[src/rtl/lockin_demod.sv]
// Synchronous I/Q lock-in demodulator: integrates sample*sin and sample*cos over N reference periods.
// Optional build macro LOCKIN_DEMOD_SATURATE_EN clamps the accumulators on overflow instead of wrapping.
module lockin_demod #(
  parameter int S_WIDTH     = 12,
  parameter int REF_WIDTH   = 12,
  parameter int PHASE_WIDTH = 13,
  parameter int ACC_WIDTH   = 32,
  parameter int N_WIDTH     = 8
) (
  input  logic                        i_clk,
  input  logic                        i_rst,
  input  logic                        i_en,
  input  logic                        i_start,
  input  logic [N_WIDTH-1:0]          i_n_periods,
  input  logic                        i_sample_valid,
  input  logic signed [S_WIDTH-1:0]   i_sample,
  input  logic signed [REF_WIDTH-1:0] i_sin,
  input  logic signed [REF_WIDTH-1:0] i_cos,
  input  logic [PHASE_WIDTH-1:0]      i_phase,
  output logic signed [ACC_WIDTH-1:0] o_i,
  output logic signed [ACC_WIDTH-1:0] o_q,
  output logic                        o_valid,
  output logic                        o_busy,
  output logic                        o_ovf
);

  localparam int P_WIDTH = S_WIDTH + REF_WIDTH;

  typedef enum logic [1:0] {ST_IDLE, ST_ARM, ST_ACC, ST_DONE} state_t;

  typedef struct packed {
    logic                        sat;
    logic                        ovf;
    logic signed [ACC_WIDTH-1:0] val;
  } acc_res_t;

  // One accumulate step: signed add with overflow from operand/result signs.
  function automatic acc_res_t acc_step(input logic signed [ACC_WIDTH-1:0] acc,
                                        input logic signed [ACC_WIDTH-1:0] addend,
                                        input logic                        sat);
    acc_res_t                    res;
    logic signed [ACC_WIDTH-1:0] sum;
    sum     = acc + addend;
    res.ovf = (acc[ACC_WIDTH-1] == addend[ACC_WIDTH-1]) &&
              (sum[ACC_WIDTH-1] != acc[ACC_WIDTH-1]);
    res.sat = sat | res.ovf;
`ifdef LOCKIN_DEMOD_SATURATE_EN
    if (sat)
      res.val = acc;
    else if (res.ovf)
      res.val = acc[ACC_WIDTH-1] ? {1'b1, {(ACC_WIDTH-1){1'b0}}}
                                 : {1'b0, {(ACC_WIDTH-1){1'b1}}};
    else
      res.val = sum;
`else
    res.val = sum;
`endif
    return res;
  endfunction

  state_t                      state_q, state_d;
  logic [N_WIDTH-1:0]          n_cnt_q, n_cnt_d;
  logic                        done_cnt_q, done_cnt_d;
  logic                        prev_msb_q, prev_msb_d;
  logic signed [P_WIDTH-1:0]   prod_inph_q, prod_inph_d;
  logic signed [P_WIDTH-1:0]   prod_quad_q, prod_quad_d;
  logic                        acc_en_q, acc_en_d;
  logic                        first_q, first_d;
  logic signed [ACC_WIDTH-1:0] acc_inph_q, acc_inph_d;
  logic signed [ACC_WIDTH-1:0] acc_quad_q, acc_quad_d;
  logic                        sat_inph_q, sat_inph_d;
  logic                        sat_quad_q, sat_quad_d;
  logic                        ovf_q, ovf_d;
  logic signed [ACC_WIDTH-1:0] o_i_q, o_i_d;
  logic signed [ACC_WIDTH-1:0] o_q_q, o_q_d;
  logic                        o_valid_q, o_valid_d;
  logic                        o_ovf_q, o_ovf_d;

  logic                        wrap;
  logic                        load_out;
  logic signed [ACC_WIDTH-1:0] ext_inph, ext_quad;
  acc_res_t                    res_inph, res_quad;
  logic                        unused_phase_bits;

  // Only the phase MSB is needed to spot the period boundary.
  assign unused_phase_bits = ^i_phase[PHASE_WIDTH-2:0];
  assign wrap = i_sample_valid && !i_phase[PHASE_WIDTH-1] && prev_msb_q;

  // NOTE: every always_comb output gets a default first so no latch is inferred.
  always_comb begin
    state_d    = state_q;
    n_cnt_d    = n_cnt_q;
    done_cnt_d = done_cnt_q;
    acc_en_d   = 1'b0;
    first_d    = 1'b0;
    load_out   = 1'b0;
    prev_msb_d = i_sample_valid ? i_phase[PHASE_WIDTH-1] : prev_msb_q;

    unique case (state_q)
      ST_IDLE: begin
        if (i_start) begin
          state_d = ST_ARM;
          n_cnt_d = (i_n_periods == '0) ? N_WIDTH'(1) : i_n_periods;
        end
      end
      ST_ARM: begin
        if (wrap) begin
          state_d  = ST_ACC;
          acc_en_d = 1'b1;
          first_d  = 1'b1;
        end
      end
      ST_ACC: begin
        if (wrap && n_cnt_q == N_WIDTH'(1)) begin
          state_d    = ST_DONE;
          done_cnt_d = 1'b0;
        end else begin
          acc_en_d = i_sample_valid;
          if (wrap) n_cnt_d = n_cnt_q - N_WIDTH'(1);
        end
      end
      ST_DONE: begin
        if (done_cnt_q) begin
          state_d  = ST_IDLE;
          load_out = 1'b1;
        end else begin
          done_cnt_d = 1'b1;
        end
      end
      default: state_d = ST_IDLE;
    endcase
  end

  always_comb begin
    prod_inph_d = i_sample * i_sin;
    prod_quad_d = i_sample * i_cos;
    ext_inph    = ACC_WIDTH'(prod_inph_q);
    ext_quad    = ACC_WIDTH'(prod_quad_q);
    res_inph    = acc_step(acc_inph_q, ext_inph, sat_inph_q);
    res_quad    = acc_step(acc_quad_q, ext_quad, sat_quad_q);

    acc_inph_d = acc_inph_q;
    acc_quad_d = acc_quad_q;
    sat_inph_d = sat_inph_q;
    sat_quad_d = sat_quad_q;
    ovf_d      = ovf_q;
    if (acc_en_q) begin
      if (first_q) begin
        acc_inph_d = ext_inph;
        acc_quad_d = ext_quad;
        sat_inph_d = 1'b0;
        sat_quad_d = 1'b0;
        ovf_d      = 1'b0;
      end else begin
        acc_inph_d = res_inph.val;
        acc_quad_d = res_quad.val;
        sat_inph_d = res_inph.sat;
        sat_quad_d = res_quad.sat;
        ovf_d      = ovf_q | res_inph.ovf | res_quad.ovf;
      end
    end

    o_valid_d = load_out;
    o_i_d     = load_out ? acc_inph_q : o_i_q;
    o_q_d     = load_out ? acc_quad_q : o_q_q;
    o_ovf_d   = load_out ? ovf_q      : o_ovf_q;
  end

  // NOTE: sequential state uses non-blocking assignments only, so every flop samples pre-edge values.
  always_ff @(posedge i_clk or negedge i_rst) begin
    if (!i_rst) begin
      state_q     <= ST_IDLE;
      n_cnt_q     <= '0;
      done_cnt_q  <= 1'b0;
      prev_msb_q  <= 1'b0;
      prod_inph_q <= '0;
      prod_quad_q <= '0;
      acc_en_q    <= 1'b0;
      first_q     <= 1'b0;
      acc_inph_q  <= '0;
      acc_quad_q  <= '0;
      sat_inph_q  <= 1'b0;
      sat_quad_q  <= 1'b0;
      ovf_q       <= 1'b0;
      o_i_q       <= '0;
      o_q_q       <= '0;
      o_valid_q   <= 1'b0;
      o_ovf_q     <= 1'b0;
    end else if (i_en) begin
      state_q     <= state_d;
      n_cnt_q     <= n_cnt_d;
      done_cnt_q  <= done_cnt_d;
      prev_msb_q  <= prev_msb_d;
      prod_inph_q <= prod_inph_d;
      prod_quad_q <= prod_quad_d;
      acc_en_q    <= acc_en_d;
      first_q     <= first_d;
      acc_inph_q  <= acc_inph_d;
      acc_quad_q  <= acc_quad_d;
      sat_inph_q  <= sat_inph_d;
      sat_quad_q  <= sat_quad_d;
      ovf_q       <= ovf_d;
      o_i_q       <= o_i_d;
      o_q_q       <= o_q_d;
      o_valid_q   <= o_valid_d;
      o_ovf_q     <= o_ovf_d;
    end
  end

  assign o_i     = o_i_q;
  assign o_q     = o_q_q;
  assign o_valid = o_valid_q;
  assign o_ovf   = o_ovf_q;
  assign o_busy  = (state_q != ST_IDLE);

endmodule

[config.mk]
export PLATFORM = sky130hd
export DESIGN_NAME = lockin_demod
export DESIGN_NICKNAME = d
export VERILOG_FILES = /design/src/rtl/lockin_demod.sv
export SDC_FILE = /design/constraint.sdc
export NUM_CORES = 1
export LEC_CHECK = 0
export CORE_UTILIZATION = 55
export DETAILED_ROUTE_END_ITERATION = 10
export PLACE_DENSITY = 0.75
export SLEW_MARGIN = 30
export SYNTH_ARGS = -nofsm -noshare
export SYNTH_HDL_FRONTEND = slang
export SYNTH_SLANG_ARGS = --single-unit
[constraint.sdc]
create_clock -name i_clk -period 3.2 [get_ports i_clk]
set_input_delay 0.32 -clock i_clk [delete_from_list [all_inputs] [get_ports i_clk]]
set_output_delay 0.32 -clock i_clk [all_outputs]
set_load 0.01 [all_outputs]
==> results.toml <==
[global_routing]
overflow = 0
grt_max_degree = 70
grt_pass1_vias = 19000
grt_pass1_wl_um = 94400
antenna_found_initial = 1
grt.total_usage_pct = 28.9

[worst_setup_path]
cp_cell_sequence = "buf_8 > buf_6 > buf_4 > and2_4 > fa_1 > fa_1 > fa_1 > fa_1 > inv_1 > fa_1 > inv_2 > ha_4 > and3_4 > and2_4 > a31oi_4 > a41oi_2 > or4_1 > a31oi_1 > xnor2_1 > mux2_4"
critPathLaunch = "i_sample[5]"
critPathMostFrequentCell = "fa_1"
endpoint = "prod_inph_q[22]"
crit_path_max_incr_delay_ps = 540
critPathRequiredTime_ps = 3550
regToRegStartpoint = "prod_inph_q[16]"
crit_fanout = 5
crit_path_start_kind = "primary input"
crit_type = "primary input to flop"
reg2reg_depth = 10
cp_slowest_cell = "fa_1"
endpoint_kind = "flop"
r2r_setup_slack_ps = 130
arrival_ps = 5350
regToRegEndpoint = "acc_inph_q[31]"

[cts]
clock_tree.root_cell = "clkbuf_16"
clk_pin_slew_ps = 80
cts.sinks = 193
cts_buffers = 17
cts_tree = "yes"
htreeDepth = 4
cts.path.max_buffers = 2
clk_latency_ps = 460

[route]
ant_nets = 0
vias = 18400
met1Wirelength_um = 24600
wl_met3_um = 3440
viasPerCell = 5.63
drc = 0
wirelength_um = 59000
met2_length_um = 29300
topRoutingLayerUsed = "met4"
drt-initial-drc-count = 1210
wl_per_cell_um = 18.0
firstDrtPassIters = 9

[sta]
worst_pin_slew_ps = 715
grt_setup_unrepaired = "yes"
setup_ws_ps = -1800
fin_crit_ps = 5000
timing.hold.ws_ps = 396
maxSlewViolCount = 0
hold_viol_final = 0
period_share_pct = 156
fmax_mhz = 200
final-setup-viol-count = 36
fin_skew_ps = 13.0
slew_headroom_pct = 52.3

[die]
dieHeight_um = 201
pin_count = 129
initial_utilization_pct = 56.2
die_width_um = 201
dieArea_sq_um = 40500
num_rows = 72
core_sq_um = 38900

[layout]
nets = 3250
fillers = 2651
multi_input_area_sq_um = 16700
drive_gt1_share_pct = 29.3
area_growth_pct = 31.2
ff_latch_area_sq_um = 4830

[status]
violations = "setup timing"
status = "complete, but fails checks"

[yosys]
synth_top_area_share_pct = 25.5
ys.flop_type = "dfrtp_1"
synth.top_cells.by_count = "inv_1, nand2_1, fa_1"
yosysTopAreaCell = "fa_1"
synth_cells = 2364
syn-cell-area_sq_um = 21900
syn_area_per_cell_sq_um = 9.24
yosysSeqAreaShare_pct = 22.1
synth.most_common_cell = "inv_1"
synth_area_leaders = "fa_1, dfrtp_1, ha_1"
synth_edf_count = 0
ys_seq_elements = 193
post_synth_num_cell_types = 73
synthesis.nets = 2875
async_flop_share_pct = 100
yosys_warnings = 0

[place]
hpwl_um = 41400
gp_congestion = 0.915
io_buffer_count = 116

[job]
maxCapViolations = 0

[min_path]
min_path_type = "primary input to flop"
## worst min path at each step
stage                      from              to  slack [ps]  cells after the start
floorplan                 i_rst        acc_en_q          20                      0
global placement          i_rst         o_q[21]         340                      1
detailed placement        i_rst         o_q[21]         340                      1
CTS                 i_sample[0]  prod_inph_q[0]         380                      4
global route        i_sample[0]  prod_inph_q[0]         420                      4
finish              i_sample[0]  prod_inph_q[0]         400                      4
## layout make-up
| cell class | count | share of cell area (%) |
|---|---|---|
| clock inverter | 12 | 0.449 |
| inverter | 376 | 4.96 |
| sequential | 193 | 16.8 |
| multi-input combinational | 1703 | 58.4 |
| tap | 518 | 2.26 |
| clock buffer | 20 | 1.56 |
| timing repair buffer | 448 | 15.5 |
| antenna | 1 | 0.00873 |
## what timing repair did
item                                   4_1_cts  5_1_grt
setup endpoints to repair                   38       38
gates cloned                                 8        0
buffers inserted                            85       31
hold buffers                                 1        0
endpoints found under the hold margin       59        0
gates resized for setup                    384      142
pin swaps                                  140      134
## routing by layer
metal / global-route usage, % / vias to the layer above
li1: - / 8444
met1: 38.5 / 9182
met2: 49.2 / 635
met3: 3.79 / 144
met4: 8.63 / 0
met5: 0 / -
## cell families (layout without fill, tap and decap cells)
family | Yosys count | in the layout | share of synthesized area, %
compound gates | 419 | 419 | 12.0
fa+ha+maj | 449 | 449 | 35.3
buf+inv | 468 | 856 | 8.08
mux | 109 | 109 | 5.55
xor+xnor | 83 | 83 | 3.33
flops | 193 | 193 | 22.1
simple gates | 643 | 643 | 13.7
other cells | 0 | 1 | 0
## critical path: cells and delay by family
| kind | cells | cell delay (ps) |
|---|---|---|
| mux | 1 | 250 |
| buf+inv | 5 | 470 |
| fa+ha+maj | 6 | 2710 |
| compound gates | 3 | 550 |
| simple gates | 4 | 960 |
| xor+xnor | 1 | 100 |
## layout by cell type (no fill, tap or decap), types with 29 or more instances in the layout
cell type / n
inv_1: 315
fa_1: 251
nand2_1: 231
buf_4: 221
dfrtp_1: 192
ha_1: 130
a21oi_1: 105
nor2_1: 99
o21ai_0: 95
clkdlybuf4s50_1: 78
mux2_2: 77
buf_6: 76
and2_1: 69
inv_2: 57
xnor2_1: 49
a21o_1: 36
nand2_2: 35
ha_4: 33
buf_12: 33
nand3_1: 29
## flip-flops by register name, indices dropped and copies added (netlist names)
name and flops:
n_cnt_q 8, o_valid 1, acc_en_q 1, o_i 32
prod_quad_q 24, acc_inph_q 32, first_q 1, done_cnt_q 1
state_q 2, o_ovf 1, ovf_q 1, o_q 32
prod_inph_q 24, prev_msb_q 1, acc_quad_q 32
## stage by stage
step | cells | instance area [sq um] | TNS (ps) | setup slack [ps] | util (%)
3_3_place_gp | 3128 | 25800 | -74740 | -2590 | 66.4
6_report | 3271 | 28700 | -43690 | -1800 | 73.7
5_1_grt | 3270 | 28700 | -48060 | -1980 | 73.7
3_5_place_dp | 3128 | 25800 | -77950 | -2730 | 66.4
2_1_floorplan | 2364 | 22900 | -41090 | -2000 | -
4_1_cts | 3249 | 28000 | -41060 | -1790 | 72.0
Power is left out: the tool's default activity adds up to more than one toggle a clock period on the data nets, which glitch-free logic cannot reach.
==> RTL edit 1, RTL diff (same settings) <==
Reset style: synchronous (`i_rst`), changed in one clocked block.
--- a/src/rtl/lockin_demod.sv
+++ b/src/rtl/lockin_demod.sv
@@ -169,3 +169,3 @@
   // NOTE: sequential state uses non-blocking assignments only, so every flop samples pre-edge values.
-  always_ff @(posedge i_clk or negedge i_rst) begin
+  always_ff @(posedge i_clk) begin
     if (!i_rst) begin
Function: differs if i_rst is asserted again (counterexample within 4 cycles, from zero or initial values and one cycle with i_rst low); with i_rst held inactive, the same outputs for 4 cycles.
==> RTL edit 1 against the unedited design <==
The run still ends with setup timing left. Wire length rose by 4.8%. Clock skew decreased by 0.0014 ns. Sequential cell count is the same. Hold slack lost 0.10 ns. Critical path depth did not move. Design area fell by 2.8%. Via count is 6.7% higher. Worst setup slack improved by 0.21 ns. Die area is 1.9% lower. Synthesized area down 1.9%. Non-clock buffer count fell by 18.
==> RTL edit 1: results <==
[critical_path]
cp_max_fo = 4
worstSetupStartpoint = "i_sample[8]"
crit_end = "prod_quad_q[17]"
crit_arrival_ns = 5.13
crit_family = "adder cells"
crit_slowest_cell = "fa_1"
rr_startpoint = "prod_quad_q[0]"
rr_worst_depth = 12
timing.rr.end = "acc_quad_q[30]"
max_stage_delay_ns = 0.54
r2r_slack_ns = 0.14

[timing]
fin_ws_ns = -1.59
max_slew_margin = 0.390
fin_setup_tns_ns = -42.97
fin_skew_ns = 0.0117
setup_viol = 36

[cts]
cts_buffers = 17
holdBufCountCts = 0
cts.reportedPaths.clkPinSlew_ns = 0.07
clk_path_buf_depth = 2
root_buffer = "clkbuf_16"
cts_max_level = 4
clock_latency_ns = 0.45

[global_routing]
grt_antenna_before_repair = 0
grt_pass1_wl_mm = 98.2
grt_use_total = 0.311
grt_pass1_vias = 20600
grt_max_degree = 65

[placement]
placed_cell_area_um2 = 25200
place_inst = 3323
port_buffers = 116
place_congestion = 0.917
dpl.hpwl_mm = 41.9

[run_status]
violations = "setup timing"
status = "finished with violations"

[logic_synthesis]
synthFlopType = "dfxtp_1"
seq_area_frac_synth = 0.180
ys_top_cells_by_area = "fa_1 (26%), dfxtp_1 (18%), ha_1 (10%)"
synth_common_cells = "nand2_1 (438), inv_1 (367), fa_1 (278)"
ys_types = 78
ys_async_sr_fraction = 0
ys.warnings.count = 0
syn_nets = 3102
syn_area_per_cell_um2 = 8.27

[route]
num_vias = 19600
wire_per_inst_um = 18.0
drtIter0Drc = 1367
dr.pass1.iters = 6

[power_and_ir_drop]
ir_drop_v = 0.00143
p_int_mw = 16.3
leakagePower_nw = 12.8

[finish]
n_fill_cell = 2675
antenna_cells = 0
drive_gt1_frac = 0.242
final_cell_count_no_fill = 3441

[worst_hold_path]
hp-class = "in2reg"
## RTL edit 1: cells by family after synthesis
family / Yosys count / synth area share
buffers and inverters: 493 / 0.0874
flip-flops: 193 / 0.180
AND/OR/NAND/NOR: 844 / 0.177
XOR/XNOR: 80 / 0.0327
adder cells (fa/ha/maj): 449 / 0.359
AO/OA/AOI/OAI: 490 / 0.144
multiplexers: 42 / 0.0198
## RTL edit 1: worst register-to-register path, delay by kind of cell, from the launching register on
| kind | cells | cell delay [ns] |
|---|---|---|
| adders and majority gates | 2 | 0.67 |
| DFF | 1 | 0.38 |
| buffers and inverters | 1 | 0.08 |
| muxes | 1 | 0.23 |
| AOI/OAI and AO/OA | 5 | 1.23 |
| and+or+nand+nor | 3 | 0.34 |
## RTL edit 1: timing repair
| action | in CTS | in global routing |
|---|---|---|
| endpoints found under the hold margin | 0 | 0 |
| cloned | 6 | 0 |
| setup endpoints to repair | 38 | 39 |
| buffers inserted | 69 | 35 |
| resized for setup | 348 | 181 |
| pin swaps | 157 | 156 |
## RTL edit 1: worst min path at each step
stage	start	to	slack, ns	cells past startpoint
after floorplan	ovf_q	o_ovf	0.44	2
after CTS	i_en	prod_inph_q[23]	0.28	2
after global routing	i_en	first_q	0.30	3
after global placement	o_q[0]	o_q[0]	0.44	2
after detailed placement	o_i[4]	o_i[4]	0.45	2
final	i_en	first_q	0.29	3
## RTL edit 1: per-layer routing
metal  vias up  share of wire  track usage  wire length (um)
met3       213          0.051       0.0469              3170
met4         0          0.047        0.141              2930
li1       9048              -            -                 -
met1      9687           0.39        0.365             23900
met5         -              0            0                 0
met2       698           0.51        0.557             31800
## RTL edit 1: metrics by stage
step	total power [mW]	setup slack, ns	utilization
6_report	29.6	-1.59	0.733
5_1_grt	31.8	-1.80	0.733
4_1_cts	26.7	-1.55	0.717
3_5_place_dp	21.3	-2.47	0.664
3_3_place_gp	20.8	-2.38	0.664
2_1_floorplan	15.0	-1.63	-
## RTL edit 1: final cells by class
class | count | area (um2) | share of cell area
Clock buffer | 19 | 443 | 0.0159
Clock inverter | 13 | 151 | 0.00543
Inverter | 370 | 1390 | 0.0500
Multi-Input combinational cell | 1905 | 17200 | 0.615
Sequential cell | 193 | 3860 | 0.139
Tap cell | 511 | 639 | 0.0229
Timing Repair Buffer | 430 | 4240 | 0.152
## RTL edit 1: power groups by stage
stage,logic (mW),clock network (mW),registers (mW)
6_report,24.5,2.20,2.86
5_1_grt,26.6,2.32,2.87
4_1_cts,21.6,2.22,2.85
3_5_place_dp,18.4,0,2.91
3_3_place_gp,17.9,0,2.90
2_1_floorplan,12.1,0,2.81
==> RTL edit 2, RTL diff (same flow settings) <==
Made on the original files. The option `LOCKIN_DEMOD_SATURATE_EN` is turned on by a define.
--- a/src/rtl/lockin_demod.sv
+++ b/src/rtl/lockin_demod.sv
@@ -2,2 +2,4 @@
 // Optional build macro LOCKIN_DEMOD_SATURATE_EN clamps the accumulators on overflow instead of wrapping.
+`define LOCKIN_DEMOD_SATURATE_EN
+
 module lockin_demod #(
Formal check against the unedited RTL: no difference found for any inputs over 4 cycles, from zero or initial values and one cycle with i_rst low; that may be too few to reach the edited logic, so the function may still have changed.
==> RTL edit 2 against the unedited design <==
The flow still finishes with violations (setup timing). Largest cell class unchanged. Synthesized area rose by 1.4%. Critical endpoint unchanged. Wire length rose by 11%. Sequential cell count rose by 2. Cell count grew 1.2%. Worst setup slack lost 0.14 ns. Highest routed layer unchanged. First-iteration DRC count down 13%. Die area is 1.3% higher. Design area rose by 2.1%.
Power is not shown: default switching activity piles up to over one toggle a cycle in this logic, so the estimate is an artifact.
==> RTL edit 2: results <==
[finish]
n_clock_buffer = 19
seq_cells = 195
antenna_cells = 2
clkCellAreaFrac = 0.0203
multi_input_gates = 1705
multi_input_area_um2 = 16900
drive_gt1_frac = 0.301
seqCellArea_um2 = 4880

[placement]
dpl_worst_slack_ns = -2.64
dpl.hpwl_mm = 43.1
place_congestion = 0.932

[logic_synthesis]
synthMuxAreaShare = 0.0530
yosys.area_share.adder = 0.348
seq_area_frac_synth = 0.220
synth_common_cells = "inv_1 (383), nand2_1 (290), fa_1 (278)"

[run_status]
status = "finished with violations"
violations = "setup timing"

[route]
num_vias = 19200
dr.pass1.iters = 5

[global_routing]
grt_pass1_wl_mm = 104
grt_use_met3 = 0.0477
grt_pass1_vias = 20700

[worst_hold_path]
hold_path_end = "o_valid"
min_from = "i_en"

[timing]
setup_viol = 36
fin_ws_ns = -1.94

[critical_path]
worstSetupStartpoint = "i_sample[6]"
RTL edit 2: cell count changes after synthesis, sizes merged, moves of 7 or more:
cell | unedited run | this run
and2 | 95 | 88
o21bai | 14 | 7
a21oi | 121 | 137
a31oi | 28 | 19
inv | 374 | 383
a22oi | 2 | 17
a221oi | 2 | 20
xnor2 | 57 | 72
o21ai | 117 | 96
clkbuf | 84 | 77
buf | 8 | 16
nor2 | 108 | 101
RTL edit 2: cell families after synthesis:
kind of cell               count (synthesis)
and+or+nand+nor                          616
buffers and inverters                    477
adders and majority gates                449
AOI/OAI and AO/OA                        441
DFF                                      195
muxes                                    105
xor gates and xnor gates                  94
RTL edit 2: per-stage QoR:
stage               utilization  instances  cell area [um2]  hold slack [ns]  TNS [ns]
finish                    0.737       3311            29300            0.160    -44.75
global route              0.737       3309            29300            0.173    -49.64
CTS                       0.718       3286            28500            0.159    -40.87
detailed placement        0.661       3160            26300            0.424    -74.14
global placement          0.661       3160            26300            0.417    -72.17
floorplan                     -       2377            23200           0.0244    -39.68
